[src/rtl/keypad_scanner.sv]
// 4x4 matrix keypad scanner: drives one column low at a time, synchronises the
// row returns, reduces each full sweep to (hit, code) and debounces presses and
// releases over whole sweeps. Emits one key_valid pulse per accepted press.
module keypad_scanner #(
  parameter int unsigned SCAN_CYCLES    = 100000,
  parameter int unsigned DEBOUNCE_SCANS = 4
) (
  input  logic       clock,
  input  logic       reset,
  input  logic [3:0] row,
  output logic [3:0] col,
  output logic [3:0] key_code,
  output logic       key_valid,
  output logic       key_held
);

  localparam int unsigned CYC_W = $clog2(SCAN_CYCLES);
  localparam int unsigned CNT_W = $clog2(DEBOUNCE_SCANS + 1);
  localparam logic [CYC_W-1:0] CYC_LAST = CYC_W'(SCAN_CYCLES - 1);
  localparam logic [CNT_W-1:0] DB_T     = CNT_W'(DEBOUNCE_SCANS);
  localparam logic [CNT_W-1:0] CNT_ONE  = CNT_W'(1);

  typedef enum logic [1:0] {S_IDLE, S_PEND, S_HELD} state_t;

  logic [3:0]       r_sync1;
  logic [3:0]       r_sync2;
  logic [CYC_W-1:0] r_cyc;
  logic [1:0]       r_col_idx;
  logic             r_sweep_hit;
  logic [3:0]       r_sweep_code;
  state_t           r_state;
  logic [3:0]       r_cand;
  logic [CNT_W-1:0] r_cnt;
  logic [CNT_W-1:0] r_rel_cnt;
  logic [3:0]       r_key_code;
  logic             r_key_valid;
  logic             r_key_held;

  logic             w_sample;
  logic             w_eval;
  logic             w_col_hit;
  logic [1:0]       w_row_idx;
  logic [3:0]       w_col_code;
  logic             w_hit;
  logic [3:0]       w_code;
  state_t           w_state_nx;
  logic [3:0]       w_cand_nx;
  logic [CNT_W-1:0] w_cnt_nx;
  logic [CNT_W-1:0] w_rel_nx;
  logic [CNT_W-1:0] w_cnt_inc;
  logic [CNT_W-1:0] w_rel_inc;
  logic             w_accept;
  logic             w_release;

  // Key legend indexed by row (upper bits) and column (lower bits).
  function automatic logic [3:0] key_map(input logic [1:0] r, input logic [1:0] c);
    logic [3:0] k;
    case ({r, c})
      4'h0: k = 4'h1;  4'h1: k = 4'h2;  4'h2: k = 4'h3;  4'h3: k = 4'hA;
      4'h4: k = 4'h4;  4'h5: k = 4'h5;  4'h6: k = 4'h6;  4'h7: k = 4'hB;
      4'h8: k = 4'h7;  4'h9: k = 4'h8;  4'hA: k = 4'h9;  4'hB: k = 4'hC;
      4'hC: k = 4'h0;  4'hD: k = 4'hF;  4'hE: k = 4'hE;  default: k = 4'hD;
    endcase
    return k;
  endfunction

  assign col       = ~(4'b0001 << r_col_idx);
  assign key_code  = r_key_code;
  assign key_valid = r_key_valid;
  assign key_held  = r_key_held;

  assign w_sample   = (r_cyc == CYC_LAST);
  assign w_eval     = w_sample && (r_col_idx == 2'd3);
  assign w_col_hit  = ~&r_sync2;
  assign w_col_code = key_map(w_row_idx, r_col_idx);
  assign w_hit      = r_sweep_hit | w_col_hit;
  assign w_code     = r_sweep_hit ? r_sweep_code : w_col_code;
  assign w_cnt_inc  = r_cnt + CNT_ONE;
  assign w_rel_inc  = r_rel_cnt + CNT_ONE;

  // Lowest-numbered active row wins within a column.
  always_comb begin
    if (!r_sync2[0])      w_row_idx = 2'd0;
    else if (!r_sync2[1]) w_row_idx = 2'd1;
    else if (!r_sync2[2]) w_row_idx = 2'd2;
    else                  w_row_idx = 2'd3;
  end

  // Two-flop synchroniser for the asynchronous row returns (idle high).
  always_ff @(posedge clock or posedge reset) begin
    if (reset) begin
      r_sync1 <= '1;
      r_sync2 <= '1;
    end else begin
      r_sync1 <= row;
      r_sync2 <= r_sync1;
    end
  end

  // Column window timer and column index.
  always_ff @(posedge clock or posedge reset) begin
    if (reset) begin
      r_cyc     <= '0;
      r_col_idx <= '0;
    end else if (w_sample) begin
      r_cyc     <= '0;
      r_col_idx <= r_col_idx + 2'd1;
    end else begin
      r_cyc     <= r_cyc + CYC_W'(1);
    end
  end

  // Sweep accumulator: keeps the first hit; cleared once the sweep is evaluated.
  always_ff @(posedge clock or posedge reset) begin
    if (reset) begin
      r_sweep_hit  <= 1'b0;
      r_sweep_code <= '0;
    end else if (w_eval) begin
      r_sweep_hit  <= 1'b0;
      r_sweep_code <= '0;
    end else if (w_sample && !r_sweep_hit && w_col_hit) begin
      r_sweep_hit  <= 1'b1;
      r_sweep_code <= w_col_code;
    end
  end

  // Debounce FSM state and counters.
  always_ff @(posedge clock or posedge reset) begin
    if (reset) begin
      r_state   <= S_IDLE;
      r_cand    <= '0;
      r_cnt     <= '0;
      r_rel_cnt <= '0;
    end else begin
      r_state   <= w_state_nx;
      r_cand    <= w_cand_nx;
      r_cnt     <= w_cnt_nx;
      r_rel_cnt <= w_rel_nx;
    end
  end

  // Debounce FSM next state; only moves at sweep evaluation.
  always_comb begin
    w_state_nx = r_state;
    w_cand_nx  = r_cand;
    w_cnt_nx   = r_cnt;
    w_rel_nx   = r_rel_cnt;
    w_accept   = 1'b0;
    w_release  = 1'b0;
    if (w_eval) begin
      case (r_state)
        S_IDLE: begin
          if (w_hit) begin
            w_cand_nx = w_code;
            if (DB_T == CNT_ONE) begin
              w_state_nx = S_HELD;
              w_accept   = 1'b1;
              w_cnt_nx   = '0;
            end else begin
              w_state_nx = S_PEND;
              w_cnt_nx   = CNT_ONE;
            end
          end
        end
        S_PEND: begin
          if (!w_hit) begin
            w_state_nx = S_IDLE;
            w_cnt_nx   = '0;
          end else if (w_code == r_cand) begin
            if (w_cnt_inc == DB_T) begin
              w_state_nx = S_HELD;
              w_accept   = 1'b1;
              w_cnt_nx   = '0;
            end else begin
              w_cnt_nx   = w_cnt_inc;
            end
          end else begin
            w_cand_nx = w_code;
            w_cnt_nx  = CNT_ONE;
          end
        end
        S_HELD: begin
          if (w_hit && (w_code == r_key_code)) begin
            w_rel_nx = '0;
          end else if (w_rel_inc == DB_T) begin
            w_state_nx = S_IDLE;
            w_rel_nx   = '0;
            w_release  = 1'b1;
          end else begin
            w_rel_nx   = w_rel_inc;
          end
        end
        default: begin
          w_state_nx = S_IDLE;
          w_cnt_nx   = '0;
          w_rel_nx   = '0;
        end
      endcase
    end
  end

  // Registered key outputs: one-cycle pulse on accept, held until release.
  always_ff @(posedge clock or posedge reset) begin
    if (reset) begin
      r_key_code  <= '0;
      r_key_valid <= 1'b0;
      r_key_held  <= 1'b0;
    end else begin
      r_key_valid <= w_accept;
      if (w_accept) begin
        r_key_code <= w_cand_nx;
        r_key_held <= 1'b1;
      end else if (w_release) begin
        r_key_held <= 1'b0;
      end
    end
  end

endmodule

[config.mk]
export PLATFORM = sky130hd
export DESIGN_NAME = keypad_scanner
export DESIGN_NICKNAME = d
export VERILOG_FILES = /design/src/rtl/keypad_scanner.sv
export SDC_FILE = /design/constraint.sdc
export NUM_CORES = 1
export LEC_CHECK = 0
export ABC_AREA = 1
export BUFFER_PORTS_ARGS = -buffer_cell sky130_fd_sc_hd__clkbuf_2
export CORE_MARGIN = 4
export CORE_UTILIZATION = 25
export DETAILED_ROUTE_END_ITERATION = 6
export PLACE_DENSITY = 0.36
export SYNTH_ARGS = -nofsm -noshare
export SYNTH_HDL_FRONTEND = slang
export SYNTH_SLANG_ARGS = --single-unit
[constraint.sdc]
create_clock -name clock -period 2.9 [get_ports clock]
set_input_delay 0.58 -clock clock [delete_from_list [all_inputs] [get_ports clock]]
set_output_delay 0.58 -clock clock [all_outputs]
set_load 0.1 [all_outputs]
# Word level (Yosys, flattened, before mapping)
# Memories as Yosys holds them, arrays and structs flattened.
# Cells that the tools add are included.
# op_classes
eq_ne,13
shift,1
addsub,4
muxes,40
bitwise,4
n_reduce_logical,14
# ops
operator,count
$mux 4,7
$mux 3,6
$add 17x1->17 const B,1
$eq 17x17->1 const B,1
$mux 17,1
$mux 2,8
$mux 1,14
$pmux 3 s3,1
$eq 4x4->1,2
$pmux 4 s2,1
$add 3x1->3 const B,2
$eq 3x3->1 const B,2
$ne 2x2->1 const B,3
$ne 3x3->1 const B,2
$pmux 2 s3,1
$pmux 3 s2,1
$reduce_and 6->1,1
$eq 2x2->1 const B,2
$logic_and 1x1->1,4
$not 4->4,1
$reduce_and 4->1,1
$reduce_bool 2->1,2
$shl 1x2->4 const A,1
$reduce_and 3->1,1
other kinds (8),10
# word_totals
mem_count,1
input_bits,6
register_bits,50
romBits,64
# memory_table
memory,depth,width,read_ports,rd_clocked_by_memory_dff,wr,line,rtl
(no name shown),16,4,1,0,0,58,"case ({r, c})"

# Depth between registers and ports, before layout
# An unclocked memory read counts as a cell.
# logic_depth
word_depth,12
depth_mapped,16

# Worst setup path before layout
# No wires, ideal clock.
# synth_path
path_kind,reg-to-reg
from,reg r_col_idx[0]
to,reg r_key_code[0] (netlist: key_code[0])
arrival_ns,2.283
setup_time_ns,0.125
setup_slack_ns,0.492
path_buffers,0
stages_incl_launch_ff,13
cell_sequence,dfrtp_1 -> ha_1 -> inv_1 -> nand2_1 -> nand3_1 -> nand2_1 -> xor2_1 -> nor2_2 -> nand3_2 -> inv_2 -> nand2_4 -> nand2_1 -> o21ai_1
# synth_via
elab_chain_cells,7
# synth_lines
item,line,rtl
from (decl),28,logic [1:0] r_col_idx;
from (signal assigned),107,r_col_idx <= r_col_idx + 2'd1;
$mem_v2 16x4,--,
$mux 4,77,assign w_code = r_sweep_hit ? r_sweep_code : w_col_code;
$eq 4x4->1,169,end else if (w_code == r_cand) begin
$mux 4 or $mux 1 (tied branches),169,
$mux 4 or $mux 1 (tied branches),166,if (!w_hit) begin
$pmux 4 s2 or $mux 1 (tied branches),151,case (r_state)
$mux 4 or $mux 1 (tied branches),150,if (w_eval) begin
to (signal assigned),211,r_key_code <= w_cand_nx;
to (decl),35,logic [3:0] r_key_code;
# Parallel ways exist; a longest one is shown, timed or not.
# A chain may end at the register's enable or synchronous reset.

# Final worst setup path
# layout_path
from,reg r_col_idx[1]
to,out col[3]
# layout_via
elab_chain_cells,2
# layout_lines
item,line,rtl
$shl 1x2->4,67,assign col = ~(4'b0001 << r_col_idx);
$not 4->4,67,
to (decl),11,"output logic [3:0] col,"
# Every way passes these cells.

==> metrics.cfg <==
[run_status]
outcome=finished, final reports clean

[critical_path]
worstSetupStartpointType=flop
arrival_ns=1.68
worstSetupPathType=flop to output port
path_cells=ha_1 > inv_1 > clkbuf_2
crit_path_end_kind=output port
cp_max_fo=6
worst_ep_required_time_ns=2.32
crit_slowest_cell=clkbuf_2
cpPeakStageDelay_ns=0.50

[yosys]
synth.area.top_cells=dfrtp_1 38%, nand2_1 13%, dfstp_2 7.6%
syn_area_per_cell_um2=7.87
synth_area_mm2=0.00277
seq_area_frac_synth_pct=45.5
ys_ff_latch=50
syn_inst=352
syn_nets=369
synth_top_area_cell=dfrtp_1
synthDominantCellAreaShare_pct=38.0
ys_types=31
yosys_warnings=0

[global_routing]
grt_pass1_wl_mm=11.2
track_usage_pct=10.9
grt_pass1_vias=2226
use_met2_pct=16.6
use_met3_pct=2.14
use_met1_pct=15.5
antenna_found_initial=0
grt_max_degree=51
grt.busiest_layer=met2
overflow=0

[routing]
viasPerCell=4.14
drc=0
ant_nets=0
via_count=2139
wl_mm=6.16
avgRoutedWirePerCell_um=11.9
dr.pass1.iters=4
dr.first_iter.drc_count=85

[timing]
clock-skew-final_ns=0.00838
rsz0062_at_grt=no
worst_slew_pin_slew_ns=0.657
fin_crit_ns=2.26
setup_viol=0
fmax_mhz=442
fin_crit_sh_pct=78.0
final_hold_viol_count=0
tns_ns=0
relSlewSlack_pct=56.2
maxSlewViolCount=0

[die]
die-area_mm2=0.0128
ios=16
core_area_mm2=0.0108
fp.dieH_um=113
die_w_um=113
std_cell_rows=38
initial_core_util_pct=25.5

[placed_design]
post_dp_cell_area_mm2=0.00303
gp_congestion=0.785
portBuffers=15
dp_hpwl_mm=4.74

[cts]
tritoncts=yes
root_buffer=clkbuf_8
ctsHoldBuffers=0
cts_sinks=50
cts_made_buffers=5
path_clk_slew_ns=0.10
cts_resized=0
clock_latency_ns=0.31
clockBufferDepth=2
h-tree-depth=2
cts_setup_buffers=0

[power]
pwr-share-seq_pct=56.2
p_leak_nw=1.66
p_clk_share_pct=39.6
irDropWorstVdd_v=0.000161
p_int_uw=976
switching_share_pct=22.9
power_frac_comb_pct=4.3
powerDensity_mw_per_mm2=403
p_switching_uw=289

[final_layout]
drive_above_1_share_pct=17.8
regArea_mm2=0.00126
multi_input_area_mm2=0.00127
area_delta_synth_final_pct=13.5
fill_cells=1186
antenna_cells=0
nets=393
fin_area_mm2=0.00314

[hold_path]
hp-class=input pin to flop

[job]
drv_cap=0

==> logic make-up after synthesis <==
| logic type | count (synthesis) | share of synthesized area (%) |
|---|---|---|
| and+or+nand+nor | 178 | 29.8 |
| buffers and inverters | 64 | 8.68 |
| DFF | 50 | 45.5 |
| AOI/OAI and AO/OA | 40 | 8.18 |
| adders and majority gates | 11 | 4.97 |
| xor gates and xnor gates | 9 | 2.85 |
==> critical path, delay by kind of cell (launching register included) <==
kind	cells	cell delay, ns
buffers and inverters	2	0.66
adders and majority gates	1	0.25
DFF	1	0.46
==> sequential cells by signal, indices dropped and copies added (netlist names) <==
signal	count
key_code	4
key_held	1
key_valid	1
r_cand	4
r_cnt	3
r_col_idx	2
r_cyc	17
r_rel_cnt	3
r_state	2
r_sweep_code	4
r_sweep_hit	1
r_sync1	4
r_sync2	4
==> routing by layer <==
metal	wire, um	part of all wire (%)	vias up
met5	0	0	-
met4	87	1.4	0
met3	148	2.4	6
met2	2730	44	20
met1	3200	52	963
li1	-	-	1150
==> layout make-up <==
| class | count | area share [%] |
|---|---|---|
| Clock inverter | 3 | 1.27 |
| Timing Repair Buffer | 17 | 2.87 |
| Sequential cell | 50 | 40.1 |
| Clock buffer | 5 | 2.19 |
| Multi-Input combinational cell | 238 | 40.3 |
| Inverter | 64 | 7.64 |
| Tap cell | 140 | 5.57 |
==> power groups by stage <==
stage | sequential (mW) | clock, mW | combinational [mW]
after floorplan | 0.723 | 0 | 0.0389
after global placement | 0.724 | 0 | 0.0575
after detailed placement | 0.724 | 0 | 0.0564
after CTS | 0.711 | 0.540 | 0.0567
after global routing | 0.712 | 0.567 | 0.0642
final | 0.711 | 0.501 | 0.0539
==> per-stage QoR <==
| step | hold slack [ns] | power [mW] | setup WS (ns) | util, % | cells |
|---|---|---|---|---|---|
| floorplan | 0.345 | 0.762 | 0.492 | - | 352 |
| global placement | 0.346 | 0.782 | 0.765 | 28.0 | 509 |
| detailed placement | 0.347 | 0.781 | 0.747 | 28.0 | 509 |
| CTS | 0.325 | 1.31 | 0.616 | 29.0 | 517 |
| global route | 0.316 | 1.34 | 0.467 | 29.0 | 517 |
| finish | 0.341 | 1.27 | 0.639 | 29.0 | 517 |
==> Yosys cell counts, drive strengths merged <==
master and number:
nor2 28, dfrtp 42, ha 11, o41ai 1, dfstp 8, nor3 8, xnor2 1, clkinv 1
nand2 102, xor2 8, nor4 2, o221a 1, nand3b 1, o21ai 25, inv 63, a21boi 1
or2 1, nand3 31, a21oi 11, nand4 5, o21a 1
==> worst paths after layout <==
check | startpoint | end | slack [ns] | cells after the start
max reg2reg | r_col_idx[0] | r_state[1] | 0.78 | 15
max in group asynchronous | reset | r_state[0] | 2.04 | 3
min in group asynchronous | reset | r_cyc[14] | 0.42 | 3
min reg2reg | r_sync1[2] | r_sync2[2] | 0.36 | 0
min | row[3] | r_sync1[3] | 0.34 | 1
max | r_col_idx[1] | col[3] | 0.64 | 3
==> cell usage in the layout (no fill, tap or decap), types with 8 or more instances in the layout <==
| cell | count |
|---|---|
| nand2_1 | 93 |
| inv_1 | 54 |
| dfrtp_1 | 42 |
| nand3_1 | 28 |
| nor2_1 | 24 |
| o21ai_0 | 20 |
| clkbuf_2 | 15 |
| ha_1 | 11 |
| inv_2 | 9 |
| a21oi_1 | 8 |
| xor2_1 | 8 |
| dfstp_2 | 8 |
(Power assumes the default switching activity.)
